`config.mk`:
```
export PLATFORM = sky130hd
export DESIGN_NAME = commit_monitor
export DESIGN_NICKNAME = d
export VERILOG_FILES = /design/src/rtl/commit_mon_pkg.sv /design/src/rtl/commit_prefix_count.sv /design/src/rtl/commit_monitor.sv
export SDC_FILE = /design/constraint.sdc
export NUM_CORES = 1
export LEC_CHECK = 0
export ABC_AREA = 1
export BUFFER_PORTS_ARGS = -buffer_cell sky130_fd_sc_hd__buf_4
export CAP_MARGIN = 10
export CORE_MARGIN = 4
export CORE_UTILIZATION = 40
export CTS_CLUSTER_DIAMETER = 50
export CTS_CLUSTER_SIZE = 12
export DETAILED_ROUTE_END_ITERATION = 7
export PLACE_DENSITY = 0.75
export SLEW_MARGIN = 10
export SYNTH_ARGS = -nofsm -noshare
export SYNTH_HDL_FRONTEND = slang
export SYNTH_SLANG_ARGS = --single-unit
```
`constraint.sdc`:
```
create_clock -name clk -period 5.2 [get_ports clk]
set_input_delay 0.26 -clock clk [delete_from_list [all_inputs] [get_ports clk]]
set_output_delay 0.26 -clock clk [all_outputs]
set_load 0.02 [all_outputs]
```
`src/rtl/commit_mon_pkg.sv`:
```
// Shared types and constants for the commit monitor: FSM state encoding
// and the width of the self-loop repeat counter.
package commit_mon_pkg;

    typedef enum logic [1:0] {
        RUN       = 2'd0,
        HALTED    = 2'd1,
        TIMED_OUT = 2'd2
    } cm_state_t;

    // Wide enough for the largest supported HALT_REPEAT (255).
    localparam int LOOP_CNT_W = 8;

endpackage

```
`src/rtl/commit_prefix_count.sv`:
```
// Exclusive prefix popcounts and total popcount of an NRET-bit vector.
// prefix slice i holds the number of set bits in vec[i-1:0].
module commit_prefix_count #(
    parameter int NRET = 2,
    localparam int CW  = $clog2(NRET + 1)
) (
    input  logic [NRET-1:0]    vec,
    output logic [NRET*CW-1:0] prefix,
    output logic [CW-1:0]      total
);

    genvar gi;
    generate
        for (gi = 0; gi < NRET; gi++) begin : g_pre
            logic [CW-1:0] acc;
            always_comb begin
                acc = '0;
                for (int j = 0; j < gi; j++) begin
                    acc = acc + CW'(vec[j]);
                end
            end
            assign prefix[gi*CW +: CW] = acc;
        end
    endgenerate

    always_comb begin
        total = '0;
        for (int j = 0; j < NRET; j++) begin
            total = total + CW'(vec[j]);
        end
    end

endmodule

```
`src/rtl/commit_monitor.sv`:
```
// Multi-lane commit monitor: assigns order numbers to retiring lanes,
// detects the branch-to-self halt idiom, commit starvation and lane gaps.
module commit_monitor
    import commit_mon_pkg::*;
#(
    parameter int NRET           = 2,
    parameter int XLEN           = 32,
    parameter int ORDER_W        = 64,
    parameter int HALT_REPEAT    = 1,
    parameter int TIMEOUT_CYCLES = 4096
) (
    input  logic                    clk,
    input  logic                    rst_n,
    input  logic [NRET-1:0]         commit_valid,
    input  logic [NRET*XLEN-1:0]    commit_pc,
    input  logic [NRET*XLEN-1:0]    commit_pc_next,
    input  logic [NRET-1:0]         commit_ctrl,
    input  logic                    clear,
    output logic [NRET*ORDER_W-1:0] order,
    output logic [NRET-1:0]         counted,
    output logic                    halt,
    output logic                    timeout,
    output logic                    lane_error,
    output logic [ORDER_W-1:0]      commit_total
);

    localparam int CW     = $clog2(NRET + 1);
    localparam int IDLE_W = (TIMEOUT_CYCLES > 2) ? $clog2(TIMEOUT_CYCLES) : 1;
    localparam logic [IDLE_W-1:0] IDLE_MAX =
        (TIMEOUT_CYCLES > 0) ? IDLE_W'(TIMEOUT_CYCLES - 1) : '0;
    localparam logic TIMEOUT_EN = (TIMEOUT_CYCLES > 0);
    localparam logic [LOOP_CNT_W-1:0] HALT_LIM = LOOP_CNT_W'(HALT_REPEAT);

    cm_state_t              state_reg;
    logic [LOOP_CNT_W-1:0]  loop_cnt_reg, loop_cnt_next;
    logic [IDLE_W-1:0]      idle_cnt_reg;
    logic [ORDER_W-1:0]     total_reg;
    logic                   halt_reg, timeout_reg, lane_error_reg;
    logic                   halt_hit;
    logic [NRET-1:0]        self_loop, lane_gap, counted_int;
    logic [NRET*CW-1:0]     prefix_flat;
    logic [CW-1:0]          count_total;
    logic                   any_valid;

    assign any_valid = |commit_valid;

    genvar gi;
    generate
        for (gi = 0; gi < NRET; gi++) begin : g_lane
            assign self_loop[gi] = commit_valid[gi] & commit_ctrl[gi] &
                (commit_pc_next[gi*XLEN +: XLEN] == commit_pc[gi*XLEN +: XLEN]);
            if (gi == 0) begin : g_first
                assign lane_gap[gi] = 1'b0;
            end else begin : g_rest
                assign lane_gap[gi] = commit_valid[gi] & ~commit_valid[gi-1];
            end
            assign order[gi*ORDER_W +: ORDER_W] =
                total_reg + ORDER_W'(prefix_flat[gi*CW +: CW]);
        end
    endgenerate

    // Walk lanes in ascending order; everything above the halting lane is dropped.
    always_comb begin
        loop_cnt_next = loop_cnt_reg;
        halt_hit      = 1'b0;
        counted_int   = '0;
        for (int i = 0; i < NRET; i++) begin
            if (commit_valid[i] && (state_reg == RUN) && !halt_hit) begin
                counted_int[i] = 1'b1;
                if (self_loop[i]) begin
                    if (loop_cnt_next != HALT_LIM)
                        loop_cnt_next = loop_cnt_next + LOOP_CNT_W'(1);
                end else begin
                    loop_cnt_next = '0;
                end
                if (loop_cnt_next == HALT_LIM)
                    halt_hit = 1'b1;
            end
        end
    end

    commit_prefix_count #(
        .NRET (NRET)
    ) u_prefix (
        .vec    (counted_int),
        .prefix (prefix_flat),
        .total  (count_total)
    );

    always_ff @(posedge clk or negedge rst_n) begin
        if (!rst_n) begin
            state_reg      <= RUN;
            loop_cnt_reg   <= '0;
            idle_cnt_reg   <= '0;
            total_reg      <= '0;
            halt_reg       <= 1'b0;
            timeout_reg    <= 1'b0;
            lane_error_reg <= 1'b0;
        end else begin
            case (state_reg)
                RUN: begin
                    total_reg      <= total_reg + ORDER_W'(count_total);
                    lane_error_reg <= lane_error_reg | (|lane_gap);
                    loop_cnt_reg   <= loop_cnt_next;
                    if (any_valid)
                        idle_cnt_reg <= '0;
                    else if (TIMEOUT_EN && idle_cnt_reg != IDLE_MAX)
                        idle_cnt_reg <= idle_cnt_reg + IDLE_W'(1);
                    if (halt_hit) begin
                        state_reg <= HALTED;
                        halt_reg  <= 1'b1;
                    end else if (TIMEOUT_EN && !any_valid && idle_cnt_reg == IDLE_MAX) begin
                        state_reg   <= TIMED_OUT;
                        timeout_reg <= 1'b1;
                    end
                    if (clear) begin
                        loop_cnt_reg <= '0;
                        idle_cnt_reg <= '0;
                    end
                end
                default: begin
                    if (clear) begin
                        state_reg    <= RUN;
                        halt_reg     <= 1'b0;
                        timeout_reg  <= 1'b0;
                        loop_cnt_reg <= '0;
                        idle_cnt_reg <= '0;
                    end
                end
            endcase
        end
    end

    assign counted      = counted_int;
    assign halt         = halt_reg;
    assign timeout      = timeout_reg;
    assign lane_error   = lane_error_reg;
    assign commit_total = total_reg;

endmodule

```
==> impl_metrics.ini <==
[synth]
syn-cell-area_um2 = 8600
synth-edff-count = 0
yosys_most_used_dff = dfrtp_1
ys_seq_area_share_pct = 25.9
synth_nets = 1449
synth_warnings = 0
synth_cells = 1305
yosys.area.top_type_share_pct = 25.9
synth_area_leaders = dfrtp_1, xor2_1, nand2_1
synth_area_leader_cell = dfrtp_1
synth-seq-cells = 89
synth_most_common_cell = nand2_1
synth_common_cells = nand2_1, inv_1, nor2_1, xor2_1, dfrtp_1
yosysUniqueCellTypes = 44
avgSynthCellArea_um2 = 6.59
async_flop_share_pct = 100

[finish]
areaGrowthSynthToFinish_pct = 30.9
final_nets = 1727
largest_register_ffs = 64
instances_no_fill = 1863
regArea_um2 = 2230
multi_input_area_um2 = 4820
n_fill_cell = 2072
antenna_cells = 0
drive_gt1_share_pct = 27.7

[routing]
wl_per_cell_um = 15.8
drc = 1
antenna_left = 0
drtIter0Drc = 724
vias_per_cell = 4.95
wirelength_um = 29500
firstDrtPassIters = 8
vias = 9213

[power_and_ir_drop]
p_per_area_nw_per_um2 = 192
irDropWorstVdd_mv = 0.288
p_leak_uw = 0.00594

[critical_path]
reg2reg_from = loop_cnt_reg[1]$_DFFE_PN0P_
cp.arrival_ns = 3.63
crit_type = flop to primary output
critPathCapture = order[125]
r2r_slack_ns = 1.34
start_kind = flop
cp-end-kind = primary output
rr_endpoint = commit_total[62]$_DFFE_PN0P_
reg2reg_depth = 22
startpoint = state_reg[1]$_DFFE_PN0P_
required_ns = 4.94
crit_fanout = 8

[sta]
timing.final.crit_share_pct = 74.8
skew_ns = 0.00929
fmax_ghz = 0.257
worstMarginPinSlew_ns = 0.809
relSlewSlack_pct = 46.1
final-hold-violation-count = 0
tns_ns = 0
setup_viol = 0
rsz0062_at_grt = no
fin_crit_ns = 3.89
drv_slew = 0
worst_hold_slack_ns = 0.185

[clock_tree]
clk_pin_slew_ns = 0.06
insertion_delay_ns = 0.35
cts.path.max_buffers = 2
hold_buffers = 1
cts_root_buf = clkbuf_16
cts_resized = 0
cts_inserted_buffers = 9
cts_num_sinks = 89
cts_setup_buffers = 0
htreeDepth = 3
tritoncts = done

[min_path]
hold_path_class = input port to flop
whs_path_depth = 2

[global_route]
overflow = 0
grt_max_degree = 62
grt_pass1_wl_um = 44900
grt_pass1_vias = 8708
track_usage_pct = 23.5
antenna_found_initial = 0

[die]
rows = 53
start_util_pct = 40.8
die-width_um = 155
die_height_um = 155
dieArea_um2 = 23900
ioPinCount = 332
core_area_um2 = 21100

[placement]
portBuffers = 331
place_congestion = 0.991
dpl.hpwl_um = 25000
dp.cells = 1846

[outcome]
status = complete, but fails checks
violations = DRC

[run]
maxCapViolations = 0
## layer usage
layer  up-vias  track usage, %  wire, um
li1       4510               -         -
met1      4210            29.5     11900
met2       434            40.7     14200
met3        59            4.70      2460
met4         0            7.23       873
met5         -               0         0
## layout by cell type, fill, tap and decap left out, types with 5 or more instances in the layout
cell type,count
a211oi_2,6
a21oi_1,6
buf_4,333
clkbuf_16,9
dfrtp_1,89
ha_1,8
inv_1,259
inv_2,19
nand2_1,274
nand2_2,9
nand3_1,51
nand3_2,5
nand4_1,33
nor2_1,173
nor2_2,18
nor2_4,8
nor3_1,40
nor3_2,7
nor4_1,32
nor4_2,5
o21ai_0,13
o22ai_1,6
or2_2,7
xnor2_1,12
xor2_1,132
## critical path, cell delays in order (launching register included)
cell and delay, ns:
dfrtp_1 0.41, nor2_4 0.23, inv_2 0.14, nor2_4 0.11, ha_1 0.27, inv_1 0.06
nor2_1 0.26, inv_2 0.12, nor2_1 0.30, nand2_1 0.26, nor2_1 0.32, inv_1 0.09
nor2_2 0.14, inv_1 0.08, nor2_1 0.14, xor2_1 0.18, buf_4 0.17
## per-stage QoR
stage	utilization [%]	area (um2)	worst slack [ns]	total power, uW
3_5_place_dp	51.9	10900	1.37	1490
3_3_place_gp	51.9	10900	1.45	1480
2_1_floorplan	-	8600	1.86	1190
5_1_grt	53.4	11300	0.864	2250
4_1_cts	53.4	11300	1.33	2160
6_report	53.4	11300	1.31	2160
## where the power goes
part           switching (uW)  internal [uW]  total (uW)
Sequential               87.8            729         817
Clock                     280            399         679
Combinational             378            285         663
## worst min path at each step
stage               start                            to  slack, ns
floorplan           rst_n   commit_total[0]$_DFFE_PN0P_      -0.04
global placement    rst_n  commit_total[41]$_DFFE_PN0P_       0.21
detailed placement  rst_n  commit_total[45]$_DFFE_PN0P_       0.21
CTS                 clear   loop_cnt_reg[7]$_DFFE_PN0P_       0.18
global route        clear   loop_cnt_reg[6]$_DFFE_PN0P_       0.19
finish              clear   loop_cnt_reg[7]$_DFFE_PN0P_       0.18
## kinds of logic after synthesis
| family | Yosys count | share of synthesized area, % |
|---|---|---|
| xor+xnor | 144 | 14.7 |
| simple gates | 673 | 36.5 |
| buf+inv | 346 | 18.0 |
| flops | 89 | 25.9 |
| compound gates | 44 | 3.55 |
| fa+ha+maj | 9 | 1.40 |
## final cells by class
class	count	share of cell area, %
clock buffers	12	2.28
well taps	275	3.06
inverters	279	9.31
repair buffers	334	22.3
multi-input cells	870	42.8
flip-flops and latches	89	19.8
clock inverters	4	0.456
No activity file was read; power rests on OpenSTA's default activity.
